==> src/rtl/bcd_to_binary.sv <==
// bcd_to_binary: sequential 3-digit BCD to 10-bit binary converter (reverse double dabble).
// Ports: clk, rst_n (sync, active-low), start/bcd[11:0] request, binary[9:0] result,
// busy (conversion in progress), done (one-cycle result-valid pulse), error (invalid digit).
// Optional: define BCD_DIGIT_CHECK_EN to reject digits > 9 with error=1 and a short path.
module bcd_to_binary (
  input  logic        clk,
  input  logic        rst_n,
  input  logic        start,
  input  logic [11:0] bcd,
  output logic [9:0]  binary,
  output logic        busy,
  output logic        done,
  output logic        error
);
  typedef enum logic [1:0] {IDLE, SHIFT, DONE} state_t;
  state_t state_q, state_d;
  logic [21:0] work_q, work_d, sh;
  logic [3:0] cnt_q, cnt_d;
  logic [9:0] binary_q, binary_d;
  logic bad_q, bad_d, bad_in, done_q, done_d, error_q, error_d;
  function automatic logic [3:0] fix(input logic [3:0] d);
    return d >= 4'd8 ? d - 4'd3 : d;
  endfunction
`ifdef BCD_DIGIT_CHECK_EN
  assign bad_in = (bcd[11:8] > 4'd9) | (bcd[7:4] > 4'd9) | (bcd[3:0] > 4'd9);
`else
  assign bad_in = 1'b0;
`endif
  // Each digit field is corrected after the shift so it stays a valid halved BCD digit.
  assign sh = {1'b0, work_q[21:1]};
  always_comb begin
    state_d  = state_q;
    work_d   = work_q;
    cnt_d    = cnt_q;
    bad_d    = bad_q;
    binary_d = binary_q;
    error_d  = error_q;
    done_d   = 1'b0;
    case (state_q)
      IDLE: if (start) begin
        cnt_d   = 4'd0;
        bad_d   = bad_in;
        work_d  = bad_in ? 22'd0 : {bcd, 10'd0};
        state_d = bad_in ? DONE : SHIFT;
      end
      SHIFT: begin
        work_d  = {fix(sh[21:18]), fix(sh[17:14]), fix(sh[13:10]), sh[9:0]};
        cnt_d   = cnt_q + 4'd1;
        state_d = cnt_q == 4'd9 ? DONE : SHIFT;
      end
      DONE: begin
        binary_d = work_q[9:0];
        error_d  = bad_q;
        done_d   = 1'b1;
        state_d  = IDLE;
      end
      default: state_d = IDLE;
    endcase
  end
  always_ff @(posedge clk) begin
    if (!rst_n) begin
      state_q  <= IDLE;
      work_q   <= 22'd0;
      cnt_q    <= 4'd0;
      bad_q    <= 1'b0;
      binary_q <= 10'd0;
      error_q  <= 1'b0;
      done_q   <= 1'b0;
    end else begin
      state_q  <= state_d;
      work_q   <= work_d;
      cnt_q    <= cnt_d;
      bad_q    <= bad_d;
      binary_q <= binary_d;
      error_q  <= error_d;
      done_q   <= done_d;
    end
  end
  assign busy   = state_q != IDLE;
  assign binary = binary_q;
  assign done   = done_q;
  assign error  = error_q;
endmodule

==> config.mk <==
export PLATFORM = sky130hd
export DESIGN_NAME = bcd_to_binary
export DESIGN_NICKNAME = d
export VERILOG_FILES = /design/src/rtl/bcd_to_binary.sv
export SDC_FILE = /design/constraint.sdc
export NUM_CORES = 1
export LEC_CHECK = 0
export ABC_AREA = 0
export BUFFER_PORTS_ARGS = -buffer_cell sky130_fd_sc_hd__buf_4
export CORE_MARGIN = 3
export CORE_UTILIZATION = 54
export CTS_BUF_LIST = sky130_fd_sc_hd__clkbuf_8 sky130_fd_sc_hd__clkbuf_16
export CTS_CLUSTER_DIAMETER = 120
export DETAILED_ROUTE_END_ITERATION = 7
export PLACE_DENSITY = 0.73
export SKIP_CTS_REPAIR_TIMING = 1
export SYNTH_ARGS = -nofsm -noshare
export SYNTH_HDL_FRONTEND = slang
export SYNTH_SLANG_ARGS = --single-unit
==> constraint.sdc <==
create_clock -name clk -period 1.5 [get_ports clk]
set_input_delay 0.075 -clock clk [delete_from_list [all_inputs] [get_ports clk]]
set_output_delay 0.075 -clock clk [all_outputs]
set_load 0.01 [all_outputs]
======== Word-level counts from Yosys, hierarchy flattened ========
Index checks and enable logic that the tools add are counted.
storage, ports and cells
  flip-flop bits (word level) ............. 39
  latch bits .............................. 0
  RAM bits ................................ 0
  memory bits (read-only) ................. 0
  input port bits ......................... 15
  output and inout port bits .............. 13
  memories kept ........................... 0
cells by class
  add/sub/neg operators ................... 4
  multipliers ............................. 0
  divide/modulo/power cells ............... 0
  order comparisons ....................... 3
  eq/ne operators ......................... 4
  shifts and indexed selects .............. 0
  multiplexer cells ....................... 11
  bitwise logic cells ..................... 0
  reductions and logical operators ........ 4
operator list
  cell                   number
  $pmux W22 S2           1
  $mux W22               1
  $mux W4                4
  $ge A4 B4 Y1 const B   2
  $pmux W4 S2            1
  $sub A4 B2 Y4 const B  2
  $add A4 B1 Y4 const B  1
  $eq A4 B4 Y1 const B   1
  $ge A3 B4 Y1 const B   1
  $mux W2                2
  $pmux W2 S2            1
  $reduce_bool A2 Y1     2
  $sub A3 B2 Y4 const B  1
  $eq A2 B1 Y1 const B   1
  $eq A2 B2 Y1 const B   1
  $logic_not A2 Y1       1
  $ne A2 B2 Y1 const B   1
  $reduce_and A2 Y1      1
  $mux W1                1

======== Depth between registers and ports, before layout ========
  word-level depth ........................ 3
  gate-level depth with buffers ........... 5
  depth with buffers taken out ............ 5

======== Worst setup path after synthesis ========
OpenSTA, ideal clock, no wires.
  kind .................................... register to register
  start ................................... register state_q[1]
  end ..................................... register work_q[11]
  setup time .............................. 118 ps
  data arrival time ....................... 1184 ps
  data required time ...................... 1382 ps
  path slack .............................. 199 ps
  stages on the path, launching flop included .. 5
  buffers on the path ..................... 2
  clock period less this slack ............ 1301 ps
  path through ............................ dfxtp_1 > or3b_1 > buf_6 > buf_6 > o2111a_1
between the ends
  word-level cells in the longest chain between the ends .. 3
ends and longest elaborated chain
  item                                                                 RTL line  text
  from (decl)                                                          16        state_t state_q, state_d;
  from (signal assigned)                                               70        state_q <= state_d;
  $eq A2 B1 Y1 or $logic_not A2 Y1 (tied branches)                     39        case (state_q)
  $reduce_bool A2 Y1 (no source line) or $ne A2 B2 Y1 (tied branches)  -
  $reduce_and A2 Y1 (no source line)                                   -
  to (signal assigned)                                                 71        work_q <= work_d;
  to (decl)                                                            17        logic [21:0] work_q, work_d, sh;
Several ways; a longest one is shown, not always the timed one.
A chain may end at the register's enable or synchronous reset.

======== Worst setup path after layout ========
  start ................................... register state_q[1]
  end ..................................... register work_q[15]
The elaborated chain is that of the path after synthesis.

==> results.json <==
{
  "end_kind": "flip-flop",
  "ys_seq_area_share_pct": 46.6,
  "startpoint_type": "flip-flop",
  "crit_arrival_ns": 1.48,
  "root_buffer": "clkbuf_8",
  "grt_max_degree": 35,
  "cp.required_ns": 1.68,
  "status": "finished clean",
  "cpPeakStageDelay_ns": 0.38,
  "switching_share_pct": 26.1,
  "grt_use_total_pct": 18.2,
  "max_slew_margin_pct": 66.3,
  "path_class": "reg -> reg",
  "grt_pass1_wl_mm": 5.10,
  "worstPathCellList": "or3b_1 > buf_4 > o2111a_1",
  "cts_max_path_buffers": 2,
  "antenna_found_initial": 0,
  "numCtsBuffers": 5,
  "clock.fmax_ghz": 0.771,
  "portBuffers": 26,
  "ys_warn_count": 0,
  "dieHeight_um": 61.7,
  "syn_to_final_growth_pct": 17.7,
  "dieArea_mm2": 0.00381,
  "drive_above_1_share_pct": 23.7,
  "finalMaxSlewViolations": 0,
  "worstMarginPinSlew_ns": 0.505,
  "yosysUniqueCellTypes": 39,
  "ir_drop_mv": 0.857,
  "hp-class": "in -> reg",
  "cts_max_level": 2,
  "synth_ff_type": "dfxtp_1",
  "layout.nets": 218,
  "totalWireLength_mm": 3.19,
  "p_int_mw": 1.51,
  "synth-seq-cells": 39,
  "routabilityCongestion": 0.741,
  "fin_setup_tns_ns": 0,
  "layout_setup_ws_ns": 0.203,
  "clkSinkCount": 39,
  "synth-edff-count": 0,
  "rows": 19,
  "critPathMaxFanout": 15,
  "power_density_mw_per_mm2": 1040,
  "drtPass1Iterations": 4,
  "die_w_um": 61.7,
  "cpMaxStageDelayCell": "or3b_1",
  "leakage_nw": 0.803,
  "async_flop_share_pct": 0,
  "rsz0062_at_grt": "no",
  "drv_cap": 0,
  "setup_violations": 0,
  "clkSlewWorstSetupHoldPaths_ns": 0.08,
  "seqPwrFrac_pct": 54.4,
  "p_clk_share_pct": 34.2,
  "syn_avg_cell_area_um2": 9.80,
  "via_count": 1299,
  "num_antenna_cells": 0,
  "pin_count": 28,
  "switching_power_mw": 0.535,
  "hpwl_mm": 2.28,
  "drt_iter0_drc": 37,
  "drc": 0,
  "grt_overflow": 0,
  "cts_tree": "built",
  "start_util_pct": 58.8,
  "min_period_over_period_pct": 86.5,
  "crit_family": "simple AND/OR/NAND/NOR gates",
  "viasPerCell": 5.67,
  "first_global_vias": 1137,
  "synthesis.area_mm2": 0.00168,
  "postRouteAntennaNets": 0,
  "wire_per_inst_um": 13.9,
  "path_buf_inv": 1,
  "p_comb_share_pct": 11.4,
  "hold_violations": 0,
  "synthCells": 171,
  "syn_nets": 192,
  "clock_skew_ns": 0.00267,
  "min_period_ns": 1.30,
  "clock_latency_ns": 0.29,
  "core_mm2": 0.00285,
  "preCtsSetupSlack_ns": 0.206
}
cells in the mapped netlist, types with 2 or more instances:
cell	number	share of area, %
o211ai_1	3	1.3
o221ai_2	4	3.6
nand2_1	25	5.6
and2_1	2	0.75
a21o_1	2	0.90
nor2b_1	5	1.9
nor2_1	7	1.6
buf_2	7	2.1
xnor2_1	4	2.1
nand4_1	3	1.1
ha_1	6	4.5
o22ai_1	2	0.75
nand2b_1	2	0.75
a22o_1	10	5.2
nand3b_1	2	0.90
a31oi_1	2	0.75
buf_4	2	0.90
inv_1	5	1.1
dfxtp_1	39	47
nand3_1	5	1.5
o2111a_1	2	1.3
buf_6	2	1.3
o221ai_1	2	1.0
a21oi_1	4	1.2
a21boi_0	10	4.5
worst reg2reg max path, cell delays in order (launching register included):
cell	delay [ns]
dfxtp_1	0.37
or3b_1	0.38
buf_4	0.20
o2111a_1	0.25
registers in the layout, indices dropped and copies added (netlist names):
| name | count |
|---|---|
| work_q | 22 |
| binary | 10 |
| cnt_q | 4 |
| state_q | 2 |
| done | 1 |
metrics by stage:
stage               hold slack [ns]  util (%)  power (mW)  std cells  area, µm²
global placement              0.301      66.1        1.36        221       1880
global route                 0.0279      69.2        2.13        229       1970
floorplan                     0.215         -        1.30        171       1680
detailed placement            0.305      66.1        1.37        221       1880
CTS                         0.00693      69.2        2.06        229       1970
finish                      0.00865      69.2        2.05        229       1970
kinds of logic (layout without fill, tap and decap cells):
| kind of cell | Yosys count | count (layout) | share of synthesized area [%] |
|---|---|---|---|
| simple gates | 57 | 57 | 16.9 |
| xor+xnor | 4 | 4 | 2.09 |
| buf+inv | 17 | 44 | 5.67 |
| fa+ha+maj | 6 | 6 | 4.48 |
| other cells | 1 | 1 | 0.224 |
| mux | 1 | 1 | 0.597 |
| compound gates | 46 | 46 | 23.4 |
| flops | 39 | 39 | 46.6 |
per-layer routing:
layer	wire length [µm]	up-vias	track usage (%)
met5	0	-	0
met4	36	0	6.36
met3	113	4	4.96
met2	1570	22	31.1
met1	1480	621	22.0
li1	-	652	-
power by group through the flow:
| stage | combinational, mW | clock [mW] | sequential, mW |
|---|---|---|---|
| after floorplan | 0.170 | 0 | 1.13 |
| after global placement | 0.224 | 0 | 1.14 |
| after detailed placement | 0.234 | 0 | 1.14 |
| after CTS | 0.235 | 0.712 | 1.11 |
| after global routing | 0.260 | 0.748 | 1.12 |
| final | 0.233 | 0.699 | 1.12 |
path summary, 6_finish.rpt:
kind,depth (start not counted),end,slack [ns],startpoint
max reg2reg,3,work_q[15]$_SDFFE_PN0P_,0.20,state_q[1]$_SDFFE_PN0P_
max,3,work_q[15]$_SDFFE_PN0P_,0.20,state_q[1]$_SDFFE_PN0P_
min reg2reg,2,binary[6]$_SDFFE_PN0P_,0.46,binary[6]$_SDFFE_PN0P_
min,3,work_q[12]$_SDFFE_PN0P_,0.009,bcd[2]
final cells by class:
type,instances,area (µm²)
clock buffer,5,68.8
clock inverter,3,20.0
fill,249,880
inverter,5,18.8
multi-input combinational,115,801
sequential,39,781
tap,31,38.8
timing repair buffer,31,245
cells in the final DEF, fill, tap and decap left out, types with 3 or more instances in the layout:
master and count:
xnor2_1 4, nand4_1 3, nand3_1 5, a21boi_0 10, o211ai_1 3, a22o_1 10, nor2_1 7, clkbuf_8 5
ha_1 6, buf_4 30, inv_1 5, nand2_1 25, nor2b_1 5, a21oi_1 4, o221ai_2 4, dfxtp_1 39
Power figures use the tool's default switching activity.
